### src/rtl/sprite_line_sched_pkg.sv
// Shared types and descriptor layout for the sprite line scheduler.
// Holds the FSM state enum, descriptor field positions and the visibility test.
package sprite_line_sched_pkg;

   typedef enum logic [2:0] {
      ST_IDLE  = 3'd0,
      ST_FETCH = 3'd1,
      ST_CHECK = 3'd2,
      ST_EMIT  = 3'd3,
      ST_DONE  = 3'd4
   } sched_state_e;

   localparam int X_LSB     = 0;
   localparam int X_MSB     = 9;
   localparam int Y_LSB     = 10;
   localparam int Y_MSB     = 19;
   localparam int SHAPE_LSB = 20;
   localparam int SHAPE_MSB = 25;

   localparam logic [5:0] SHAPE_EMPTY = 6'd0;

   // Visible iff the slot is populated and the line falls inside [y, y+height); no vertical wrap.
   function automatic logic sprite_visible(input logic [31:0] desc,
                                           input logic [9:0]  line,
                                           input logic [10:0] height);
      logic [10:0] diff;
      diff = {1'b0, line} - {1'b0, desc[Y_MSB:Y_LSB]};
      return (desc[SHAPE_MSB:SHAPE_LSB] != SHAPE_EMPTY) &&
             (line >= desc[Y_MSB:Y_LSB]) &&
             (diff < height);
   endfunction

endpackage

### src/rtl/sprite_line_sched.sv
// Per-scanline sprite scheduler: scans descriptor slots and emits visible sprites in slot order.
// Define SPRITE_SCHED_OVF_EN to get a sticky overflow flag when sprites are dropped.
module sprite_line_sched
   import sprite_line_sched_pkg::*;
#(
   parameter int NUM_SLOTS    = 30,
   parameter int SPRITE_H     = 32,
   parameter int MAX_PER_LINE = 8
)(
   input  logic                        clk,
   input  logic                        reset,
   input  logic                        line_start,
   input  logic [9:0]                  next_line,
   output logic [4:0]                  desc_addr,
   input  logic [31:0]                 desc_data,
   output logic                        ent_valid,
   input  logic                        ent_ready,
   output logic [4:0]                  ent_slot,
   output logic [9:0]                  ent_x,
   output logic [$clog2(SPRITE_H)-1:0] ent_row,
   output logic [5:0]                  ent_shape,
   output logic                        line_done,
   output logic                        busy,
   output logic                        ovf
);

   localparam int ROW_W = $clog2(SPRITE_H);
   localparam int CNT_W = $clog2(MAX_PER_LINE + 1);

   sched_state_e     state_q, state_d;
   logic [9:0]       line_q, line_d;
   logic [4:0]       slot_q, slot_d;
   logic [CNT_W-1:0] count_q, count_d;
   logic [4:0]       desc_addr_q, desc_addr_d;
   logic             ent_valid_q, ent_valid_d;
   logic [4:0]       ent_slot_q, ent_slot_d;
   logic [9:0]       ent_x_q, ent_x_d;
   logic [ROW_W-1:0] ent_row_q, ent_row_d;
   logic [5:0]       ent_shape_q, ent_shape_d;
   logic             line_done_q, line_done_d;
   logic             busy_q, busy_d;
   logic             ovf_q, ovf_d;

   logic             last_slot_s;
   sched_state_e     adv_state_s;
   logic [4:0]       adv_slot_s;
   logic [10:0]      line_diff_s;
   logic             visible_s;
   logic             start_s;
   logic             room_s;
   logic             drop_s;
   logic             unused_s;

   // Where the scan goes after finishing the current slot.
   assign last_slot_s = (slot_q == 5'(NUM_SLOTS - 1));
   assign adv_state_s = last_slot_s ? ST_DONE : ST_FETCH;
   assign adv_slot_s  = last_slot_s ? slot_q : slot_q + 5'd1;

   assign line_diff_s = {1'b0, line_q} - {1'b0, desc_data[Y_MSB:Y_LSB]};
   assign visible_s   = sprite_visible(desc_data, line_q, 11'(SPRITE_H));
   assign start_s     = (state_q == ST_IDLE) && line_start;
   assign room_s      = (count_q < CNT_W'(MAX_PER_LINE));
   assign drop_s      = (state_q == ST_CHECK) && visible_s && !room_s;
   assign unused_s    = ^{desc_data[31:26], line_diff_s[10:ROW_W]};

   // Next-state and next-output logic of the scan FSM.
   always_comb begin
      state_d     = state_q;
      line_d      = line_q;
      slot_d      = slot_q;
      count_d     = count_q;
      desc_addr_d = desc_addr_q;
      ent_valid_d = ent_valid_q;
      ent_slot_d  = ent_slot_q;
      ent_x_d     = ent_x_q;
      ent_row_d   = ent_row_q;
      ent_shape_d = ent_shape_q;
      line_done_d = 1'b0;
      case (state_q)
         ST_IDLE: begin
            if (start_s) begin
               state_d     = ST_FETCH;
               line_d      = next_line;
               slot_d      = 5'd0;
               count_d     = '0;
               desc_addr_d = 5'd0;
            end else begin
               state_d = ST_IDLE;
            end
         end
         ST_FETCH: begin
            state_d = ST_CHECK;
         end
         ST_CHECK: begin
            if (visible_s && room_s) begin
               state_d     = ST_EMIT;
               ent_valid_d = 1'b1;
               ent_slot_d  = slot_q;
               ent_x_d     = desc_data[X_MSB:X_LSB];
               ent_row_d   = line_diff_s[ROW_W-1:0];
               ent_shape_d = desc_data[SHAPE_MSB:SHAPE_LSB];
            end else begin
               state_d     = adv_state_s;
               slot_d      = adv_slot_s;
               desc_addr_d = adv_slot_s;
            end
         end
         ST_EMIT: begin
            if (ent_ready) begin
               ent_valid_d = 1'b0;
               count_d     = count_q + CNT_W'(1);
               state_d     = adv_state_s;
               slot_d      = adv_slot_s;
               desc_addr_d = adv_slot_s;
            end else begin
               state_d = ST_EMIT;
            end
         end
         ST_DONE: begin
            line_done_d = 1'b1;
            state_d     = ST_IDLE;
         end
         default: begin
            state_d     = ST_IDLE;
            ent_valid_d = 1'b0;
         end
      endcase
      busy_d = (state_d != ST_IDLE);
   end

   // Sticky overflow flag, cleared when a new scan is accepted.
   always_comb begin
`ifdef SPRITE_SCHED_OVF_EN
      if (start_s) begin
         ovf_d = 1'b0;
      end else if (drop_s) begin
         ovf_d = 1'b1;
      end else begin
         ovf_d = ovf_q;
      end
`else
      ovf_d = 1'b0;
`endif
   end

`ifndef SPRITE_SCHED_OVF_EN
   logic unused_drop_s;
   assign unused_drop_s = drop_s;
`endif

   // State and output registers with synchronous reset.
   always_ff @(posedge clk) begin
      if (reset) begin
         state_q     <= ST_IDLE;
         line_q      <= 10'd0;
         slot_q      <= 5'd0;
         count_q     <= '0;
         desc_addr_q <= 5'd0;
         ent_valid_q <= 1'b0;
         ent_slot_q  <= 5'd0;
         ent_x_q     <= 10'd0;
         ent_row_q   <= '0;
         ent_shape_q <= 6'd0;
         line_done_q <= 1'b0;
         busy_q      <= 1'b0;
         ovf_q       <= 1'b0;
      end else begin
         state_q     <= state_d;
         line_q      <= line_d;
         slot_q      <= slot_d;
         count_q     <= count_d;
         desc_addr_q <= desc_addr_d;
         ent_valid_q <= ent_valid_d;
         ent_slot_q  <= ent_slot_d;
         ent_x_q     <= ent_x_d;
         ent_row_q   <= ent_row_d;
         ent_shape_q <= ent_shape_d;
         line_done_q <= line_done_d;
         busy_q      <= busy_d;
         ovf_q       <= ovf_d;
      end
   end

   assign desc_addr = desc_addr_q;
   assign ent_valid = ent_valid_q;
   assign ent_slot  = ent_slot_q;
   assign ent_x     = ent_x_q;
   assign ent_row   = ent_row_q;
   assign ent_shape = ent_shape_q;
   assign line_done = line_done_q;
   assign busy      = busy_q;
   assign ovf       = ovf_q;

endmodule

### config.mk
export PLATFORM = sky130hd
export DESIGN_NAME = sprite_line_sched
export DESIGN_NICKNAME = d
export VERILOG_FILES = /design/src/rtl/sprite_line_sched_pkg.sv /design/src/rtl/sprite_line_sched.sv
export SDC_FILE = /design/constraint.sdc
export NUM_CORES = 1
export LEC_CHECK = 0
export CAP_MARGIN = 0
export CORE_UTILIZATION = 48
export CTS_BUF_LIST = sky130_fd_sc_hd__clkbuf_8
export DETAILED_ROUTE_END_ITERATION = 16
export HOLD_SLACK_MARGIN = 0.02
export PLACE_DENSITY_LB_ADDON = 0.3
export SLEW_MARGIN = 40
export SYNTH_ARGS = -nofsm -noshare
export SYNTH_HDL_FRONTEND = slang
export SYNTH_SLANG_ARGS = --single-unit
### constraint.sdc
create_clock -name clk -period 3.03 [get_ports clk]
set_input_delay 0.606 -clock clk [delete_from_list [all_inputs] [get_ports clk]]
set_output_delay 0.606 -clock clk [all_outputs]
set_load 0.1 [all_outputs]
==> impl_metrics.py, run 1 <==
metrics = {
    "outcome": {
        "status": "complete, no violations",
    },
    "floorplan": {
        "fp.dieW_um": 75.76,
        "io_pins": 81,
        "die_area_um2": 5739,
        "row_count": 26,
        "die_h_um": 75.76,
        "core_area_um2": 5172,
        "initial_core_util_pct": 50.48,
    },
    "placed_design": {
        "gp_congestion": 0.8925,
        "dp_cells": 452,
        "dp_hpwl_mm": 4.622,
        "port_buffers": 73,
    },
    "logic_synthesis": {
        "ys_types": 51,
        "async_reset_ff_share_pct": 0,
        "synth_edf_count": 0,
        "ys_ff_latch": 51,
        "ys_seq_area_share_pct": 39.10,
        "syn_area_um2": 2611,
        "avgSynthCellArea_um2": 9.098,
        "ys_warn_count": 0,
        "synthCells": 287,
        "ys.flop_type": "dfxtp_1",
        "syn_nets": 347,
    },
    "pwr": {
        "power_frac_clock_pct": 32.3,
        "sw_frac_of_total_pct": 27.64,
        "p_sw_mw": 0.4324,
        "pwr-share-seq_pct": 44.7,
        "p_int_mw": 1.132,
        "ir_worst_vdd_mv": 0.2657,
        "p_leak_nw": 1.588,
        "power_frac_comb_pct": 23.0,
        "p_per_area_nw_per_um2": 399.8,
    },
    "final_layout": {
        "multi_input_area_um2": 1659,
        "nFillCells": 372,
        "drive_above_1_share_pct": 29.62,
        "final_cells": 465,
        "fin_nets": 454,
        "regArea_um2": 1021,
        "syn_to_final_growth_pct": 49.83,
        "num_antenna_cells": 0,
    },
    "drt": {
        "via_per_inst": 5.430,
        "drtAntennaViolNets": 0,
        "drc": 0,
        "drt_iter0_markers": 71,
        "routed_wl_mm": 6.958,
        "drt_first_pass_iters": 4,
        "wire_per_inst_um": 14.96,
        "vias": 2525,
    },
    "clocking": {
        "insertion_delay_ns": 0.31,
        "cts-root-buf": "clkbuf_8",
        "clkTransAtPathRegs_ns": 0.10,
        "clock-sinks": 51,
        "tritoncts": "done",
        "cts_made_buffers": 5,
        "clockBufferDepth": 2,
        "h-tree-depth": 2,
        "ctsHoldBuffers": 0,
    },
    "critical_path": {
        "critPathKind": "in2reg",
        "crit_path_max_fanout": 5,
        "rrSetupSlack_ns": 0.23,
        "arrival_ns": 3.23,
        "worstSetupStartpoint": "desc_data[12]",
        "start_kind": "primary input",
        "reg2reg_from": "line_q[0]$_SDFFE_PP0P_",
        "cp.required_ns": 3.26,
        "crit_path_end_kind": "register",
    },
    "global_route": {
        "grt_pass1_wl_mm": 10.28,
        "overflow": 0,
        "antenna_found_initial": 0,
        "grt_pass1_vias": 2318,
        "grt_usage_pct": 23.77,
        "grt_start_max_net_pins": 45,
    },
    "timing": {
        "max_freq_ghz": 0.3332,
        "drv_slew": 0,
        "fin_crit_ns": 3.001,
        "fin_skew_ns": 0.006603,
        "rsz0062_at_grt": "true",
        "whs_ns": 0.4661,
        "final_hold_viol_count": 0,
        "tightest_slew_ns": 0.6204,
        "setup_violations": 0,
        "min_period_over_period_pct": 99.05,
        "timing.slew.headroom_pct": 58.56,
    },
    "worst_hold_path": {
        "hp-class": "reg2reg",
        "hp-start": "line_q[2]$_SDFFE_PP0P_",
    },
    "flow_run": {
        "cap_violations": 0,
    },
}
## timing repair
action                                  CTS  global route
pin swaps                                 6             6
gates cloned                              0             0
setup buffers                             3             2
gates resized for setup                  19            12
endpoints found under the hold margin     0             0
endpoints found under the setup margin   34            34
## power by group through the flow
stage | logic (mW) | registers [mW] | clock network, mW
4_1_cts | 0.334 | 0.698 | 0.516
3_5_place_dp | 0.302 | 0.712 | 0
3_3_place_gp | 0.295 | 0.712 | 0
5_1_grt | 0.383 | 0.702 | 0.540
2_1_floorplan | 0.149 | 0.729 | 0
6_report | 0.360 | 0.700 | 0.505
## worst paths after layout
check / to / cells past startpoint
setup / recovery: desc_addr[3]$_SDFFE_PP0P_ / 13
hold / removal: line_q[2]$_SDFFE_PP0P_ / 2
setup reg to reg: desc_addr[3]$_SDFFE_PP0P_ / 12
hold reg to reg: line_q[2]$_SDFFE_PP0P_ / 2
## placed cells by master, fill, tap and decap left out, types with 3 or more instances in the layout
master           Yosys  final
dfxtp_1             51     51
nor2_1              38     38
a21o_1               3      3
xnor2_1              3      3
mux2i_1             25     25
o21a_1               4      4
nor3_1               7      4
nand3b_1             3      3
ha_1                13      6
nand2b_1             4      3
clkdlybuf4s50_1      0     36
nand2_1             28     27
clkbuf_8             0      6
buf_4                2     72
a21oi_2              0      3
o211ai_1             6      6
a21oi_1             23     19
inv_1               14     13
ha_4                 0      6
nor4_4               2      3
o21ai_0              3      3
nand3_1              6      6
## sequential cells by signal (all words and copies together), names as in the netlist
register and count:
count_q 4, line_done 1, busy 1, desc_addr 5, ent_row 5, ent_slot 5, ent_valid 1, ent_x 10
state_q 3, line_q 10, ent_shape 6
## cell type report
class,instances,share of cell area [%]
well taps,70,2.239
inverters,14,1.343
repair buffers,113,24.82
multi-input cells,209,42.40
clock inverters,2,0.9914
flip-flops and latches,51,26.10
clock buffers,6,2.111
## synthesized netlist by cell type (all sizes together), types with 4 or more instances
cell type,n,area share (%)
a21oi,23,4.4
buf,5,1.9
clkbuf,8,1.2
dfxtp,51,39
ha,13,6.2
inv,14,2.0
mux2i,25,9.6
nand2,28,4.0
nand2b,4,0.96
nand3,6,1.2
nor2,38,5.5
nor3,7,1.3
o211ai,6,1.7
o21a,5,1.5
o21ai,5,0.96
## worst max-delay path, cell delays in order
cell and delay (ns):
clkdlybuf4s50_1 0.45, inv_1 0.04, ha_1 0.30, buf_4 0.14, nand2b_4 0.06, a21oi_2 0.18, o211ai_1 0.15, a32oi_2 0.33
buf_4 0.18, nor4_4 0.06, buf_4 0.13, or3_4 0.38, o31ai_2 0.22
## routing by layer
layer | global-route usage [%] | share of wire, % | vias up
met5 | 0 | 0 | -
met4 | 7.613 | 2.2 | 0
met3 | 4.762 | 3.8 | 15
met2 | 42.97 | 52 | 66
met1 | 28.05 | 42 | 1215
li1 | - | - | 1229
## per-stage QoR
| stage | utilization (%) | power, mW | setup slack, ns | setup TNS [ns] | instance area, um2 |
|---|---|---|---|---|---|
| finish | 75.64 | 1.564 | 0.02891 | 0 | 3913 |
| global route | 75.64 | 1.626 | -0.08541 | -0.3912 | 3913 |
| CTS | 73.71 | 1.547 | 0.002952 | 0 | 3812 |
| detailed placement | 68.80 | 1.014 | -0.4449 | -12.77 | 3558 |
| global placement | 68.80 | 1.006 | -0.4027 | -11.50 | 3558 |
| floorplan | - | 0.8779 | 0.1810 | 0 | 2611 |
## kinds of logic after synthesis
| group | Yosys count | synth area share [%] |
|---|---|---|
| and+or+nand+nor | 104 | 20.17 |
| AOI/OAI and AO/OA | 60 | 17.25 |
| DFF | 51 | 39.10 |
| buffers and inverters | 27 | 5.079 |
| muxes | 25 | 9.583 |
| adders and majority gates | 14 | 6.996 |
| xor gates and xnor gates | 5 | 1.677 |
| other | 1 | 0.1436 |
(Power assumes the default switching activity.)
==> inputs of run 2 (changes only) <==
--- a/config.mk
+++ b/config.mk
@@ -6,11 +6,12 @@
 export NUM_CORES = 1
 export LEC_CHECK = 0
 export CAP_MARGIN = 0
+export CORE_MARGIN = 5
 export CORE_UTILIZATION = 48
 export CTS_BUF_LIST = sky130_fd_sc_hd__clkbuf_8
 export DETAILED_ROUTE_END_ITERATION = 16
 export HOLD_SLACK_MARGIN = 0.02
-export PLACE_DENSITY_LB_ADDON = 0.3
+export PLACE_DENSITY_LB_ADDON = 0.08
 export SLEW_MARGIN = 40
 export SYNTH_ARGS = -nofsm -noshare
 export SYNTH_HDL_FRONTEND = slang
==> run 2 against run 1 <==
Net effect:
- first-iteration DRC count rose by 21%
- cell count rose by 1.9%
- combinational power rose by 3%
- register-to-register slack improved by 0.02 ns
- worst setup slack improved by 0.018 ns
- wire length rose by 5.8%
- sequential share of layout area fell by 0.90 points
- clock power fell by 2%
- sequential cell count did not move
- count of clock-buffer cells in the layout did not move
- non-clock buffer count rose by 9
- via count barely moved
- largest power group unchanged
==> impl_metrics.py, run 2 (synthesis results as in run 1) <==
metrics = {
    "timing": {
        "fin_crit_ns": 2.983,
        "setup_slack_ns": 0.04730,
        "max_freq_ghz": 0.3353,
        "final_hold_viol_count": 0,
        "setup_violations": 0,
        "drv_slew": 0,
        "min_period_over_period_pct": 98.44,
        "fin_skew_ns": 0.007045,
    },
    "flow_run": {
        "cap_violations": 0,
    },
    "clocking": {
        "h-tree-depth": 2,
        "cts_made_buffers": 5,
        "cts-root-buf": "clkbuf_8",
        "tritoncts": "done",
        "insertion_delay_ns": 0.30,
        "ctsHoldBuffers": 0,
        "clockBufferDepth": 2,
        "clock-sinks": 51,
        "clkTransAtPathRegs_ns": 0.09,
    },
    "critical_path": {
        "critPathKind": "in2reg",
        "r2r_cells": 12,
        "start_kind": "primary input",
        "crit_path_end_kind": "register",
        "rrSetupSlack_ns": 0.25,
        "arrival_ns": 3.23,
        "crit_chain": "clkdlybuf4s50_1, inv_1, ha_4, a21oi_2, nand2_2, o21a_1, o41ai_4, buf_4, nor4_4, buf_6, buf_12, or4_1, nand2_1",
        "crit_path_max_fanout": 6,
        "cpPeakStageDelay_ns": 0.52,
        "cp.required_ns": 3.28,
        "regToRegEndpoint": "desc_addr[1]$_SDFFE_PP0P_",
        "reg2reg_from": "line_q[0]$_SDFFE_PP0P_",
        "slowest_stage": "or4_1",
    },
    "final_layout": {
        "fin_nets": 463,
        "mostFrequentLayoutCells": "buf_4, dfxtp_1, nor2_1",
        "fin_area_um2": 4053,
        "final_common_cell": "buf_4",
        "drive_above_1_share_pct": 32.18,
        "final_cells": 474,
        "syn_to_final_growth_pct": 55.20,
        "num_antenna_cells": 0,
    },
    "floorplan": {
        "fp.dieW_um": 83.76,
        "die_h_um": 83.76,
        "row_count": 26,
        "io_pins": 81,
        "initial_core_util_pct": 50.17,
        "die_area_um2": 7015,
        "core_area_um2": 5205,
    },
    "placed_design": {
        "dp_hpwl_mm": 4.736,
        "gp_congestion": 0.8933,
        "port_buffers": 73,
        "preCtsSetupSlack_ns": -0.4210,
        "placed_cell_area_um2": 3536,
        "dp_cells": 449,
    },
    "global_route": {
        "grtUsageMet1_pct": 23.50,
        "antenna_found_initial": 0,
        "grt_use_met2_pct": 34.49,
        "grt_pass1_vias": 2381,
        "grt_start_max_net_pins": 45,
        "met3_usage_pct": 4.442,
        "grt_pass1_wl_mm": 11.28,
        "grt_usage_pct": 19.48,
        "busiest_layer": "met2",
        "overflow": 0,
    },
    "worst_hold_path": {
        "hp-start": "line_q[0]$_SDFFE_PP0P_",
        "hold_depth": 2,
        "hp-class": "reg2reg",
        "min_to": "line_q[0]$_SDFFE_PP0P_",
    },
    "drt": {
        "routed_wl_mm": 7.362,
        "drt_iter0_markers": 86,
        "drtAntennaViolNets": 0,
        "drt_first_pass_iters": 4,
        "vias": 2523,
        "via_per_inst": 5.323,
        "drc": 0,
        "wire_per_inst_um": 15.53,
    },
    "pwr": {
        "p_leak_nw": 1.658,
        "p_per_area_nw_per_um2": 385.7,
        "ir_worst_vdd_mv": 0.3651,
        "totalPowerFinal_mw": 1.563,
    },
    "outcome": {
        "status": "complete, no violations",
    },
}
run 2: metal layers:
layer | share of wire, % | up-vias
li1 | - | 1244
met1 | 42 | 1191
met2 | 52 | 76
met3 | 4.7 | 12
met4 | 1.5 | 0
met5 | 0 | -
run 2: how the worst max path moves through the flow:
stage,start,to,slack [ns],cells after the start
after floorplan,desc_data[10],ent_row[4]$_SDFFE_PP0P_,0.18,11
after detailed placement,desc_data[14],ent_x[5]$_SDFFE_PP0P_,-0.42,12
after CTS,desc_data[16],ent_shape[1]$_SDFFE_PP0P_,0.0003,13
after global routing,desc_data[14],desc_addr[1]$_SDFFE_PP0P_,-0.05,13
final,desc_data[14],desc_addr[1]$_SDFFE_PP0P_,0.05,13
after global placement,desc_data[10],desc_addr[1]$_SDFFE_PP0P_,-0.38,11
run 2: stage by stage:
step	util, %	hold slack [ns]	setup TNS, ns
after detailed placement	67.93	0.4568	-12.42
after global placement	67.93	0.4469	-11.12
after CTS	74.28	0.4705	0
after global routing	77.86	0.5140	-0.4407
after floorplan	-	0.4363	0
final	77.86	0.4889	0
run 2: what timing repair did:
action                     in CTS  in global routing
cloned                          1                  3
resized for setup              21                 15
pin swaps                       5                 19
setup endpoints to repair      28                 34
buffers inserted                5                  8
run 2: worst max-delay path: cells and delay by family:
kind | cells | cell delay (ns)
AO/OA/AOI/OAI | 3 | 0.62
buffers and inverters | 5 | 0.97
adder cells (fa/ha/maj) | 1 | 0.24
AND/OR/NAND/NOR | 4 | 0.78
run 2: final cells by class:
cell class | count | area [um2]
multi-input cells | 209 | 1668
fillers | 365 | 1152
repair buffers | 122 | 1106
flip-flops and latches | 51 | 1021
well taps | 70 | 87.58
clock buffers | 6 | 82.58
inverters | 14 | 52.55
clock inverters | 2 | 35.03
run 2: report_power, final:
| group | switching (mW) | internal, mW | total (mW) |
|---|---|---|---|
| Sequential | 0.0164 | 0.683 | 0.700 |
| Clock | 0.226 | 0.268 | 0.494 |
| Combinational | 0.182 | 0.187 | 0.369 |
==> inputs of run 3 (changes only) <==
--- a/config.mk
+++ b/config.mk
@@ -10,8 +10,9 @@
 export CORE_UTILIZATION = 48
 export CTS_BUF_LIST = sky130_fd_sc_hd__clkbuf_8
 export DETAILED_ROUTE_END_ITERATION = 16
+export GPL_TIMING_DRIVEN = 0
 export HOLD_SLACK_MARGIN = 0.02
-export PLACE_DENSITY_LB_ADDON = 0.08
+export PLACE_DENSITY = 0.87
 export SLEW_MARGIN = 40
 export SYNTH_ARGS = -nofsm -noshare
 export SYNTH_HDL_FRONTEND = slang
==> run 3 against run 2 <==
Net effect:
- the flow now finishes with violations (negative setup slack)
- hold slack worse by 0.0048 ns
- via count up 1.6%
- combinational power about the same
- utilization down 4.2 points
- wire length up 6.7%
- critical path depth down 1
- sequential power about the same
- first-iteration DRC count up 77%
- die area unchanged
- sequential cell count unchanged
- critical endpoint unchanged
- largest power group unchanged
- highest routed layer unchanged
==> impl_metrics.py, run 3 (synthesis results as in run 1) <==
metrics = {
    "final_layout": {
        "drive_above_1_share_pct": 29.46,
        "final_common_cell": "dfxtp_1",
        "mostFrequentLayoutCells": "dfxtp_1, nor2_1, buf_2",
        "num_antenna_cells": 0,
        "final_util_pct": 73.70,
        "fin_nets": 447,
        "syn_to_final_growth_pct": 46.91,
    },
    "clocking": {
        "insertion_delay_ns": 0.30,
        "ctsHoldBuffers": 0,
        "h-tree-depth": 2,
        "tritoncts": "done",
        "clkTransAtPathRegs_ns": 0.09,
        "clockBufferDepth": 2,
        "cts-root-buf": "clkbuf_8",
        "cts_made_buffers": 5,
        "clock-sinks": 51,
    },
    "flow_run": {
        "cap_violations": 0,
    },
    "critical_path": {
        "cp.required_ns": 3.28,
        "arrival_ns": 3.31,
        "path_delay_family": "compound AO/OA/AOI/OAI gates",
        "endpoint": "desc_addr[1]$_SDFFE_PP0P_",
        "critPathBufInv": 4,
        "crit_path_max_fanout": 4,
        "cpPeakStageDelay_ns": 0.50,
        "worstSetupStartpoint": "desc_data[16]",
        "cp.depth": 12,
        "r2r_cells": 12,
        "regToRegEndpoint": "ent_x[3]$_SDFFE_PP0P_",
        "crit_chain": "clkdlybuf4s50_1, inv_1, ha_4, a21oi_4, buf_4, o21ai_1, o31a_1, o31ai_4, nor4_4, buf_4, or4_4, nand2_2",
        "rrSetupSlack_ns": 0.21,
        "critPathKind": "in2reg",
        "crit_top_cell": "buf_4",
        "slowest_stage": "or4_4",
        "crit_path_end_kind": "register",
        "reg2reg_from": "line_q[0]$_SDFFE_PP0P_",
        "start_kind": "primary input",
    },
    "timing": {
        "setup_slack_ns": -0.03032,
        "final_hold_viol_count": 0,
        "fin_crit_ns": 3.060,
        "max_freq_ghz": 0.3268,
        "drv_slew": 0,
        "tightest_slew_ns": 0.7220,
        "fin_skew_ns": 0.007299,
        "setup_violations": 11,
        "min_period_over_period_pct": 101.0,
        "timing.slew.headroom_pct": 51.77,
        "setup_tns_ns": -0.1826,
    },
    "drt": {
        "vias": 2563,
        "drtAntennaViolNets": 0,
        "via_per_inst": 5.608,
        "wl_met3_um": 505,
        "wl_met1_mm": 3.112,
        "routed_wl_mm": 7.855,
        "drc": 0,
        "drt_iter0_markers": 152,
        "top_layer": "met4",
        "drt_first_pass_iters": 4,
        "route.met2.wl_mm": 3.936,
        "wire_per_inst_um": 17.19,
    },
    "global_route": {
        "antenna_found_initial": 0,
        "grt_start_max_net_pins": 16,
        "overflow": 0,
        "grt_usage_pct": 18.51,
        "grt_pass1_vias": 2371,
        "grt_pass1_wl_mm": 10.96,
    },
    "outcome": {
        "status": "finished, violations left",
        "violations": "negative setup slack",
    },
    "pwr": {
        "totalPowerFinal_mw": 1.527,
        "p_leak_nw": 1.555,
        "ir_worst_vdd_mv": 0.2619,
        "p_per_area_nw_per_um2": 397.9,
    },
    "worst_hold_path": {
        "hp-start": "line_q[0]$_SDFFE_PP0P_",
        "hp-class": "reg2reg",
    },
    "floorplan": {
        "row_count": 26,
        "io_pins": 81,
        "die_area_um2": 7015,
        "fp.dieW_um": 83.76,
        "core_area_um2": 5205,
        "die_h_um": 83.76,
        "initial_core_util_pct": 50.17,
    },
    "placed_design": {
        "gp_congestion": 0.8660,
        "dp_hpwl_mm": 4.749,
        "port_buffers": 72,
    },
}
==> run 3: cell type report <==
cell class	count	area (um2)
plain buffers	13	80.08
clock buffers	5	68.82
clock inverters	2	37.54
fillers	374	1369
inverters	14	52.55
multi-input cells	210	1747
flip-flops and latches	51	1021
well taps	70	87.58
repair buffers	92	742.0
==> run 3: power by group <==
group / switching [mW] / internal [mW]
Combinational: 0.199 / 0.167
Clock: 0.221 / 0.242
Sequential: 0.0143 / 0.683
Total: 0.434 / 1.09
==> run 3: routing by layer <==
layer | vias up | track usage [%]
met4 | 0 | 4.825
met5 | - | 0
met2 | 112 | 31.67
li1 | 1221 | -
met1 | 1204 | 23.33
met3 | 26 | 4.344
==> run 3: repair_timing <==
item / in CTS / in global routing
gates resized for setup: 10 / 50
setup buffers: 3 / 17
pin swaps: 3 / 27
setup endpoints to repair: 30 / 34
cloned: 0 / 2
==> run 3: worst min path at each step <==
stage / to / slack [ns] / cells past startpoint
after floorplan: line_q[0]$_SDFFE_PP0P_ / 0.44 / 2
after global placement: line_q[0]$_SDFFE_PP0P_ / 0.45 / 2
after detailed placement: line_q[0]$_SDFFE_PP0P_ / 0.45 / 2
after CTS: line_q[0]$_SDFFE_PP0P_ / 0.47 / 2
after global routing: ent_x[1]$_SDFFE_PP0P_ / 0.52 / 2
final: line_q[0]$_SDFFE_PP0P_ / 0.48 / 2
==> run 3: worst register-to-register path, stage by stage (launching register included) <==
cell and delay, ns:
dfxtp_1 0.36, inv_1 0.06, ha_2 0.20, fa_2 0.38, nand2b_4 0.16, a21o_1 0.19, a21boi_2 0.20, o221ai_4 0.16
nor4_4 0.40, buf_6 0.21, clkbuf_16 0.16, mux2i_1 0.18, nor2_1 0.05
==> run 3: stage by stage <==
step | area [um2] | cells | setup WS [ns] | hold WS (ns)
after floorplan | 2611 | 287 | 0.1810 | 0.4363
after global placement | 3420 | 429 | -0.4715 | 0.4500
after detailed placement | 3249 | 429 | -0.5146 | 0.4542
after CTS | 3423 | 439 | 0.001052 | 0.4673
after global routing | 3836 | 457 | -0.1185 | 0.5189
final | 3836 | 457 | -0.03032 | 0.4841
